[config.mk]
export PLATFORM = sky130hd
export DESIGN_NAME = as_cgu_divctrl
export DESIGN_NICKNAME = d
export VERILOG_FILES = /design/src/rtl/as_pack.sv /design/src/rtl/as_cgu_divchan.sv /design/src/rtl/as_cgu_divctrl.sv
export SDC_FILE = /design/constraint.sdc
export NUM_CORES = 1
export LEC_CHECK = 0
export ABC_CLOCK_PERIOD_IN_PS = 6200
export CAP_MARGIN = 20
export CORE_MARGIN = 2
export CORE_UTILIZATION = 60
export DETAILED_ROUTE_END_ITERATION = 7
export PLACE_DENSITY = 0.92
export RECOVER_POWER = 25
export SLEW_MARGIN = 5
export SYNTH_ARGS = -nofsm -noshare
export SYNTH_HDL_FRONTEND = slang
export SYNTH_HIERARCHICAL = 1
export SYNTH_SLANG_ARGS = --single-unit
[constraint.sdc]
create_clock -name clk_i -period 6.2 [get_ports clk_i]
set_input_delay 1.24 -clock clk_i [delete_from_list [all_inputs] [get_ports clk_i]]
set_output_delay 1.24 -clock clk_i [all_outputs]
set_load 0.005 [all_outputs]
[src/rtl/as_pack.sv]
// rtl/as_pack.sv - CGU register map, channel identifiers and divider-channel states
package as_pack;

    localparam logic [3:0] CGU_CTRL = 4'h0;
    localparam logic [3:0] CGU_STAT = 4'h1;
    localparam logic [3:0] CGU_DIV0 = 4'h2;

    typedef enum logic [1:0] {CH_BUS1, CH_BUS2, CH_QSPI, CH_CORE} cgu_ch_e;

    typedef enum logic [1:0] {ST_OFF, ST_RUN, ST_PEND} ch_state_e;

endpackage

[src/rtl/as_cgu_divchan.sv]
// rtl/as_cgu_divchan.sv - one enable channel: period counter, staged divider update, pulse flop
module as_cgu_divchan
    import as_pack::*;
#(
    parameter int DIV_W = 16
) (
    input  logic             clk_i,
    input  logic             rst_i,
    input  logic             en_i,
    input  logic             div_wr_i,
    input  logic [DIV_W-1:0] div_wdat_i,
    output logic [DIV_W-1:0] div_rd_o,
    output logic             pend_o,
    output logic             clk_en_o
);

    ch_state_e        state_q, state_d;
    logic [DIV_W-1:0] cnt_q, cnt_d;
    logic [DIV_W-1:0] div_act_q, div_act_d;
    logic [DIV_W-1:0] div_pend_q, div_pend_d;
    logic             pulse_q, pulse_d;
    logic             terminal;
    logic [DIV_W-1:0] cnt_next;

    // en_i is the CTRL bit as it will be next cycle, so state_q always mirrors the current CTRL bit
    assign terminal = (state_q != ST_OFF) && (cnt_q == div_act_q);
    assign cnt_next = terminal ? '0 : cnt_q + 1'b1;

    always_comb begin
        state_d    = state_q;
        cnt_d      = cnt_q;
        div_act_d  = div_act_q;
        div_pend_d = div_pend_q;
        pulse_d    = en_i && terminal;
        if (div_wr_i) begin
            div_pend_d = div_wdat_i;
        end
        case (state_q)
            ST_OFF: begin
                cnt_d = '0;
                if (div_wr_i) begin
                    div_act_d = div_wdat_i;
                end
                if (en_i) begin
                    state_d = ST_RUN;
                end
            end
            ST_RUN: begin
                cnt_d = cnt_next;
                if (div_wr_i) begin
                    if (terminal) begin
                        div_act_d = div_wdat_i;
                    end else begin
                        state_d = ST_PEND;
                    end
                end
                if (!en_i) begin
                    state_d = ST_OFF;
                    cnt_d   = '0;
                end
            end
            ST_PEND: begin
                cnt_d = cnt_next;
                if (terminal) begin
                    div_act_d = div_wr_i ? div_wdat_i : div_pend_q;
                    state_d   = ST_RUN;
                end
                if (!en_i) begin
                    div_act_d = div_pend_q;
                    state_d   = ST_OFF;
                    cnt_d     = '0;
                end
            end
            default: begin
                state_d = ST_OFF;
                cnt_d   = '0;
            end
        endcase
    end

    // Reset lands in RUN because CTRL resets with every channel enabled
    always_ff @(posedge clk_i or negedge rst_i) begin
        if (!rst_i) begin
            state_q    <= ST_RUN;
            cnt_q      <= '0;
            div_act_q  <= '0;
            div_pend_q <= '0;
            pulse_q    <= 1'b0;
        end else begin
            state_q    <= state_d;
            cnt_q      <= cnt_d;
            div_act_q  <= div_act_d;
            div_pend_q <= div_pend_d;
            pulse_q    <= pulse_d;
        end
    end

    assign div_rd_o = div_pend_q;
    assign pend_o   = (state_q == ST_PEND);
    assign clk_en_o = pulse_q;

endmodule

[src/rtl/as_cgu_divctrl.sv]
// rtl/as_cgu_divctrl.sv - CGU register file, address decode and per-domain enable channels
module as_cgu_divctrl
    import as_pack::*;
#(
    parameter int NCH    = 4,
    parameter int DIV_W  = 16,
    parameter int ADDR_W = 4,
    parameter int DAT_W  = 64
) (
    input  logic              clk_i,
    input  logic              rst_i,
    input  logic [ADDR_W-1:0] addr_i,
    input  logic [DAT_W-1:0]  dat_i,
    input  logic              wr_i,
    output logic [DAT_W-1:0]  dat_o,
    output logic [NCH-1:0]    clk_en_o,
    output logic              busy_o
);

    localparam int DIV_BASE = int'(CGU_DIV0);

    logic [NCH-1:0]   ctrl_q, ctrl_d;
    logic [NCH-1:0]   pend;
    logic [NCH-1:0]   div_wr;
    logic [DIV_W-1:0] div_rd [NCH];
    logic             unused_dat;

    assign unused_dat = ^dat_i[DAT_W-1:DIV_W];

    always_comb begin
        ctrl_d = ctrl_q;
        if (wr_i && (addr_i == ADDR_W'(CGU_CTRL))) begin
            ctrl_d = dat_i[NCH-1:0];
        end
    end

    always_ff @(posedge clk_i or negedge rst_i) begin
        if (!rst_i) begin
            ctrl_q <= '1;
        end else begin
            ctrl_q <= ctrl_d;
        end
    end

    for (genvar g = 0; g < NCH; g++) begin : g_ch
        assign div_wr[g] = wr_i && (int'(addr_i) == DIV_BASE + g);

        as_cgu_divchan #(
            .DIV_W(DIV_W)
        ) u_chan (
            .clk_i     (clk_i),
            .rst_i     (rst_i),
            .en_i      (ctrl_d[g]),
            .div_wr_i  (div_wr[g]),
            .div_wdat_i(dat_i[DIV_W-1:0]),
            .div_rd_o  (div_rd[g]),
            .pend_o    (pend[g]),
            .clk_en_o  (clk_en_o[g])
        );
    end

    always_comb begin
        dat_o = '0;
        if (addr_i == ADDR_W'(CGU_CTRL)) begin
            dat_o[NCH-1:0] = ctrl_q;
        end else if (addr_i == ADDR_W'(CGU_STAT)) begin
            dat_o[NCH-1:0] = pend;
        end
        for (int i = 0; i < NCH; i++) begin
            if (int'(addr_i) == DIV_BASE + i) begin
                dat_o[DIV_W-1:0] = div_rd[i];
            end
        end
    end

    assign busy_o = |pend;

endmodule

## Word-level counts from Yosys, hierarchy flattened

Index checks and enable logic that the tools add are counted.
W data, S select, Z words.

- $add $sub $neg: 4
- Reductions and logical operators: 39
- Muxes and demuxes: 75
- Eq/ne operators: 45

Operator list:

| operator | count |
|---|---|
| $mux W16 | 40 |
| $pmux W16 S3 | 4 |
| $add A16 B1 Y16 const B | 4 |
| $eq A16 B16 Y1 | 4 |
| $mux W2 | 24 |
| $ne A2 B1 Y1 const B | 12 |
| $ne A3 B3 Y1 const B | 8 |
| $pmux W2 S3 | 4 |
| $reduce_and A5 Y1 | 4 |
| $reduce_and A4 Y1 | 4 |
| $logic_and A1 B1 Y1 | 13 |
| $mux W4 | 3 |
| $ne A3 B2 Y1 const B | 4 |
| $reduce_bool A3 Y1 | 4 |
| $eq A2 B1 Y1 const B | 4 |
| $eq A2 B2 Y1 const B | 4 |
| $eq A4 B3 Y1 const B | 2 |
| $eq A4 B4 Y1 const B | 2 |
| $logic_not A2 Y1 | 4 |
| $ne A2 B2 Y1 const B | 4 |
| $reduce_bool A2 Y1 | 4 |
| $reduce_or A2 Y1 | 4 |
| $eq A4 B1 Y1 const B | 1 |
| $logic_not A4 Y1 | 1 |
| $reduce_or A4 Y1 | 1 |

- Logic and storage cells: 184
- Input bits: 71
- Bits in registers: 208
- Output and inout bits: 69

## Depth between registers and ports, before layout

Gate-level depths: netlist (run 1).

- Depth in word-level cells: 7
- Mapped depth: 13
- Gate-level depth less buffers: 9

## Cells and area by module

Netlist (run 1), hierarchy kept.

Modules (own cells, without submodules):

| module | cells an instance | area an instance (µm²) | sequential area each (µm²) | times used |
|---|---|---|---|---|
| as_cgu_divchan at g_ch[1].u_chan ... | 306 | 3037.9 | 1277.5 | 2 |
| as_cgu_divchan at g_ch[0].u_chan | 306 | 3032.9 | 1277.5 | 1 |
| as_cgu_divchan at g_ch[3].u_chan | 210 | 2582.5 | 1277.5 | 1 |
| as_cgu_divctrl | 183 | 1268.7 | 105.1 | 1 |

## Least setup slack after synthesis (run 1)

OpenSTA, ideal clock, no wires.

- Kind: input port to flip-flop
- From: input port addr_i[2]
- To: register g_ch[3].u_chan.div_act_q[10]
- Data required time: 6075 ps
- Path buffers: 3
- Arrival time: 3829 ps
- Cell stages on the path: 10
- Slack: 2246 ps
- Cell sequence: buf_2 -> nor2_2 -> nand2_1 -> nor3_2 -> mux2_2 -> clkbuf_1 -> a21boi_1 -> clkbuf_1 -> mux2_2 -> mux2_4

RTL lines:

| element | RTL line | RTL |
|---|---|---|
| from (decl) | as_cgu_divctrl.sv:12 | `input logic [ADDR_W-1:0] addr_i,` |
| $logic_not A4 Y1 * | as_cgu_divctrl.sv:32 | `if (wr_i && (addr_i == ADDR_W'(CGU_CTRL))) begin` |
| $logic_and A1 B1 Y1 * | as_cgu_divctrl.sv:32 |  |
| $mux W4 * | as_cgu_divctrl.sv:32 |  |
| net ctrl_d[3] | as_cgu_divctrl.sv:22 | `logic [NCH-1:0] ctrl_q, ctrl_d;` |
| $ne A3 B3 Y1 (no line) or $mux W16 (tied branches) | -- |  |
| $reduce_and A5 Y1 (no line) or $pmux W16 S3 (tied branches) | -- |  |
| to (signal assigned) | as_cgu_divchan.sv:92 | `div_act_q <= div_act_d;` |
| to (decl) | as_cgu_divchan.sv:19 | `logic [DIV_W-1:0] div_act_q, div_act_d;` |

Mark *: on every way through the listed nets, which the timed path passes. The rest lies on a longest branch. The select of a mux whose other input is x is not followed.
A chain may end at the register's enable or synchronous reset.

## Final worst setup path (run 1)

- From: input port addr_i[0]
- To: output port dat_o[8]

- Cells in the longest elaborated chain, start to end: 5

Ends and longest elaborated chain:

| element | RTL line | RTL |
|---|---|---|
| $eq A4 B3 Y1 | as_cgu_divctrl.sv:70 | `if (int'(addr_i) == DIV_BASE + i) begin` |
| $mux W16 (3 in series) | as_cgu_divctrl.sv:70 |  |
| $mux W16 * | as_cgu_divctrl.sv:70 |  |
| to (decl) | as_cgu_divctrl.sv:15 | `output logic [DAT_W-1:0] dat_o,` |

Mark *: on every way between the ends. The rest lies on a longest branch, timed or not.

==> flow_metrics.tcl, run 1 <==
set metrics [dict create \
    status "complete, but fails checks" \
    violations "max-capacitance violations, max-slew violations" \
    synth_cell_types 66 \
    place_congestion 0.944 \
    cts.repair.resized 0 \
    layout-area-overhead-vs-synth_pct 9.46 \
    drive_above_1_share 0.148 \
    setup-tns-final_ns 0 \
    period_share 0.853 \
    firstDrtPassIters 5 \
    tightest_slew_ns 2.67 \
    netlist_instances 1311 \
    placementRows 53 \
    grt_util_met3 0.0422 \
    stdcell_count 1606 \
    hold_ws_ns 0.532 \
    fin_area_um2 14200 \
    start_kind "input pin" \
    drc 0 \
    cts_tree "done" \
    diodes 0 \
    synth_top_family_by_area "simple AND/OR/NAND/NOR gates" \
    rsz0062_at_grt "no" \
    worstHoldStart "g_ch[3].u_chan/div_rd_o[10]" \
    grt_max_degree 162 \
    ant_nets 0 \
    synth_edf_count 0 \
    ys_seq_elements 208 \
    cts-buffers-inserted 24 \
    dpl.hpwl_mm 20.9 \
    cts.path.max_buffers 3 \
    cts.sinks 208 \
    portBuffers 43 \
    ys_top_cells_by_area "dfrtp_1 39%, mux2_2 8.3%, xor2_1 5.9%" \
    h-tree-depth 1 \
    holdPathStages 1 \
    ir_drop_mv 0.283 \
    place_ws_ns 1.12 \
    setup-violations-final 0 \
    die_y_um 151 \
    holdPathEnd "g_ch[3].u_chan/div_rd_o[10]" \
    async_flop_share 1.00 \
    synth_xor_area_frac 0.0804 \
    synth_top_area_share 0.386 \
    power_mw 5.09 \
    p_per_area_nw_per_um2 359 \
    ys_top_cells_by_count "200 x dfrtp_1, 101 x nand2_1, 95 x mux2_2, 95 x nor2_1, 88 x xor2_1" \
    finalWorstSetupSlack_ns 0.912 \
    ff2ff_path_depth 6 \
    max_freq_mhz 189 \
    viasPerCell 6.48 \
    first_global_vias 10100 \
    period_minus_slack_ns 5.29 \
    vias 10400 \
    r2r-end "g_ch[3].u_chan/div_act_q[15]" \
    final-hold-violation-count 0 \
    yosysSeqAreaShare 0.402 \
    grt_usage 0.290 \
    maxCapViolCount 1 \
    place_inst 1561 \
    reg2reg_slack_ns 3.06 \
    ys.flop_type "dfrtp_1" \
    cp.arrival_ns 4.05 \
    p_leak_nw 5.57 \
    fin_util 0.673 \
    skew_ns 0.0251 \
    crit_fanout 19 \
    synth_mux_area_frac 0.138 \
    dieArea_um2 22800 \
    rr_startpoint "g_ch[3].u_chan/cnt_q[8]" \
    core_area_um2 21100 \
    relSlewSlack -0.777 \
    wl_per_cell_um 20.3 \
    antenna_found_initial 0 \
    yosys_warnings 6 \
    synth_most_common_cell "dfrtp_1" \
    insertion_delay_ns 0.53 \
    grtUsageMet1 0.393 \
    postCtsHoldBufs 0 \
    cp-end-kind "output port" \
    syn_area_um2 13000 \
    grt_pass1_wl_mm 52.7 \
    nets 1404 \
    wl_mm 32.5 \
    yosys.area_share.simple 0.212 \
    grt_overflow_total 0 \
    synth_compound_gate_area_share 0.0804 \
    synth_area_per_cell_um2 9.89 \
    critPathKind "in -> out" \
    drtIter0Drc 1029 \
    min_path_type "reg -> reg" \
    ios 140 \
    cts-root-buf "clkbuf_16" \
    synthAdderAreaFrac 0.0193 \
    post-cts-setup-buffers 0 \
    dpl-instance-area_um2 13300 \
    drv_slew 48 \
    top_usage_layer "met2" \
    grt_util_met2 0.466 \
    initial_core_util 0.615 \
    cp.required_ns 4.96 \
    yosysTopAreaCell "dfrtp_1" \
    clk_pin_slew_worst_paths_ns 0.06 \
    die_w_um 151 \
]
worst max path at each step:
stage,startpoint,to
4_1_cts,addr_i[0],dat_o[8]
3_5_place_dp,addr_i[0],dat_o[8]
5_1_grt,addr_i[0],dat_o[8]
6_report,addr_i[0],dat_o[8]
2_1_floorplan,addr_i[2],g_ch[3].u_chan/div_act_q[10]
3_3_place_gp,addr_i[0],dat_o[15]
per-layer routing:
| layer | vias to the layer above | share of wire |
|---|---|---|
| li1 | 4602 | - |
| met1 | 5155 | 0.40 |
| met3 | 130 | 0.078 |
| met4 | 0 | 0.047 |
| met2 | 516 | 0.47 |
| met5 | - | 0 |
logic make-up (layout without fill, tap and decap cells):
kind of cell | Yosys count | in the layout
mux | 161 | 161
compound gates | 139 | 139
fa+ha+maj | 20 | 20
xor+xnor | 119 | 119
flops | 208 | 208
simple gates | 500 | 500
other cells | 1 | 48
buf+inv | 163 | 136
power breakdown:
| part | leakage [nW] | switching, mW | internal, mW |
|---|---|---|---|
| clock | 0.407 | 0.580 | 0.912 |
| combinational | 2.62 | 0.878 | 0.767 |
| sequential | 2.54 | 0.284 | 1.67 |
| total | 5.57 | 1.74 | 3.35 |
critical path, cell delays in order:
cell	delay, ns
clkdlybuf4s50_1	0.90
inv_2	0.21
nor3_4	0.70
nand2_1	0.20
o31ai_1	0.19
clkdlybuf4s50_1	0.60
layout make-up:
cell class	count	area (µm²)
Clock buffer	36	706
Clock inverter	8	129
Fill cell	1436	6900
Inverter	29	109
Timing Repair Buffer	63	604
Sequential cell	208	5220
Multi-Input combinational cell	987	7080
Tap cell	275	344
state kept, by name, summed over array words and instances, names as in the netlist:
register / count
g_ch.u_chan/cnt_q: 64
g_ch.u_chan/state_q: 8
g_ch.u_chan/div_rd_o: 64
ctrl_q: 4
g_ch.u_chan/clk_en_o: 4
g_ch.u_chan/div_act_q: 64
layout by cell type, fill, tap and decap left out, types with 6 or more instances in the layout:
cell	n
dfrtp_1	200
nand2_1	101
nor2_1	95
mux2_2	95
xor2_1	88
nand3_1	72
mux2i_1	53
a221oi_1	51
nor2b_1	50
or4_1	50
nor3b_1	50
conb_1	48
clkdlybuf4s50_1	42
xnor2_1	31
inv_1	28
clkbuf_16	25
a21oi_1	20
ha_1	20
o21ai_0	19
buf_4	18
nand4_1	16
nor3_1	14
mux2_4	10
and3_1	9
o31ai_1	8
dfstp_2	8
and4_1	8
clkbuf_1	7
a2bb2oi_1	6
nand2b_1	6
nor4_1	6
clkbuf_8	6
Note: power is estimated with default switching activity, not from simulation.
==> run 2, diff against run 1 <==
--- a/config.mk
+++ b/config.mk
@@ -5,12 +5,11 @@
 export SDC_FILE = /design/constraint.sdc
 export NUM_CORES = 1
 export LEC_CHECK = 0
-export ABC_CLOCK_PERIOD_IN_PS = 6200
 export CAP_MARGIN = 20
 export CORE_MARGIN = 2
-export CORE_UTILIZATION = 60
+export CORE_UTILIZATION = 58
 export DETAILED_ROUTE_END_ITERATION = 7
-export PLACE_DENSITY = 0.92
+export PLACE_DENSITY = 0.9
 export RECOVER_POWER = 25
 export SLEW_MARGIN = 5
 export SYNTH_ARGS = -nofsm -noshare
==> constraint.sdc (replaced) <==
create_clock -name clk_i -period 5.8 [get_ports clk_i]
set_input_delay 1.16 -clock clk_i [delete_from_list [all_inputs] [get_ports clk_i]]
set_output_delay 1.16 -clock clk_i [all_outputs]
set_load 0.005 [all_outputs]
==> flow_metrics.tcl, run 2 (synthesized netlist as in run 1, its figures left out) <==
set metrics [dict create \
    status "complete, but fails checks" \
    violations "max-capacitance violations, max-slew violations" \
    p_leak_nw 5.56 \
    setup-violations-final 0 \
    most-common-layout-cells "200 x dfrtp_1, 101 x nand2_1, 95 x nor2_1, 95 x mux2_2, 88 x xor2_1" \
    placementRows 54 \
    dpl.hpwl_mm 21.1 \
    maxCapViolCount 1 \
    vias 10400 \
    grt_pass1_wl_mm 52.9 \
    clk_pin_slew_worst_paths_ns 0.06 \
    die_w_um 153 \
    ios 140 \
    wl_mm 32.4 \
    drive_above_1_share 0.149 \
    ir_drop_mv 0.285 \
    cts.sinks 208 \
    place_inst 1567 \
    skew_ns 0.0235 \
    grt_max_degree 104 \
    grt_usage 0.274 \
    drc 0 \
    tightest_slew_ns 2.54 \
    place_congestion 0.887 \
    nFillCells 1569 \
    grt_overflow_total 0 \
    drtIter0Drc 1174 \
    period_share 0.894 \
    core_area_um2 21900 \
    cts-buffers-inserted 23 \
    max_freq_mhz 193 \
    die_y_um 153 \
    final-hold-violation-count 0 \
    crit_fanout 19 \
    nets 1405 \
    ant_nets 0 \
    cts.repair.resized 0 \
    cts_tree "done" \
    cts.path.max_buffers 3 \
    post-cts-setup-buffers 0 \
    stdcell_count 1612 \
    cts-root-buf "clkbuf_16" \
    first_global_vias 10200 \
    insertion_delay_ns 0.54 \
    antenna_found_initial 1 \
    relSlewSlack -0.695 \
    start_kind "input pin" \
    period_minus_slack_ns 5.19 \
    h-tree-depth 1 \
    rsz0062_at_grt "no" \
    drv_slew 104 \
    layout_commonest_cell "dfrtp_1" \
    setup-tns-final_ns 0 \
    postCtsHoldBufs 0 \
    critPathKind "in -> out" \
    wl_per_cell_um 20.1 \
    portBuffers 43 \
    firstDrtPassIters 5 \
    viasPerCell 6.44 \
    cp.arrival_ns 4.03 \
    min_path_type "reg -> reg" \
    layout-area-overhead-vs-synth_pct 9.28 \
    cp.required_ns 4.64 \
    initial_core_util 0.592 \
    dieArea_um2 23600 \
    cp-end-kind "output port" \
    p_per_area_nw_per_um2 381 \
]
==> run 2: routing by layer <==
metal / vias to the layer above / global-route usage / share of wire
li1: 4600 / - / -
met1: 5138 / 0.367 / 0.40
met2: 529 / 0.443 / 0.48
met3: 118 / 0.0411 / 0.077
met4: 0 / 0.121 / 0.046
met5: - / 0 / 0
==> run 2: final timing paths <==
| check | endpoint | from | slack [ns] | cells past startpoint |
|---|---|---|---|---|
| worst min-delay path | g_ch[3].u_chan/div_act_q[11] | g_ch[3].u_chan/div_act_q[11] | 0.53 | 1 |
| worst max-delay path | dat_o[15] | addr_i[0] | 0.61 | 6 |
| min in group asynchronous | g_ch[0].u_chan/cnt_q[2] | rst_i | 1.42 | 1 |
| worst max register to register | g_ch[3].u_chan/div_act_q[15] | g_ch[3].u_chan/cnt_q[12] | 2.95 | 7 |
| max in group asynchronous | g_ch[3].u_chan/clk_en_o | rst_i | 1.93 | 2 |
| worst min register to register | g_ch[3].u_chan/div_act_q[11] | g_ch[3].u_chan/div_act_q[11] | 0.53 | 1 |
==> run 2: critical path: stages <==
cell             delay, ns
clkdlybuf4s50_1       0.98
inv_2                 0.20
nor3_4                0.76
a22oi_1               0.24
nand2_1               0.17
clkdlybuf4s50_1       0.51
==> run 2: stage by stage <==
stage                     hold slack, ns  utilization  cell area, µm²  setup slack, ns  power (mW)
after floorplan                    0.491            -           13100             1.93        3.39
after global placement             0.509        0.609           13300            0.850        3.65
after detailed placement           0.515        0.609           13300            0.734        3.78
after CTS                          0.534        0.646           14100            0.694        5.37
after global routing               0.544        0.647           14200            0.538        5.67
final                              0.532        0.647           14200            0.612        5.39
==> run 2: area by class of cell <==
| cell class | instances | area [µm²] | share of cell area |
|---|---|---|---|
| multi-input cells | 987 | 7070 | 0.500 |
| repair buffers | 65 | 601 | 0.0424 |
| diodes | 1 | 2.50 | 0.000177 |
| well taps | 280 | 350 | 0.0247 |
| flip-flops and latches | 208 | 5220 | 0.368 |
| clock buffers | 34 | 677 | 0.0478 |
| inverters | 29 | 109 | 0.00769 |
| clock inverters | 8 | 134 | 0.00945 |
==> run 2: report_power, final <==
| group | switching, mW | internal, mW |
|---|---|---|
| Combinational | 0.919 | 0.821 |
| Sequential | 0.308 | 1.78 |
| Clock | 0.614 | 0.947 |
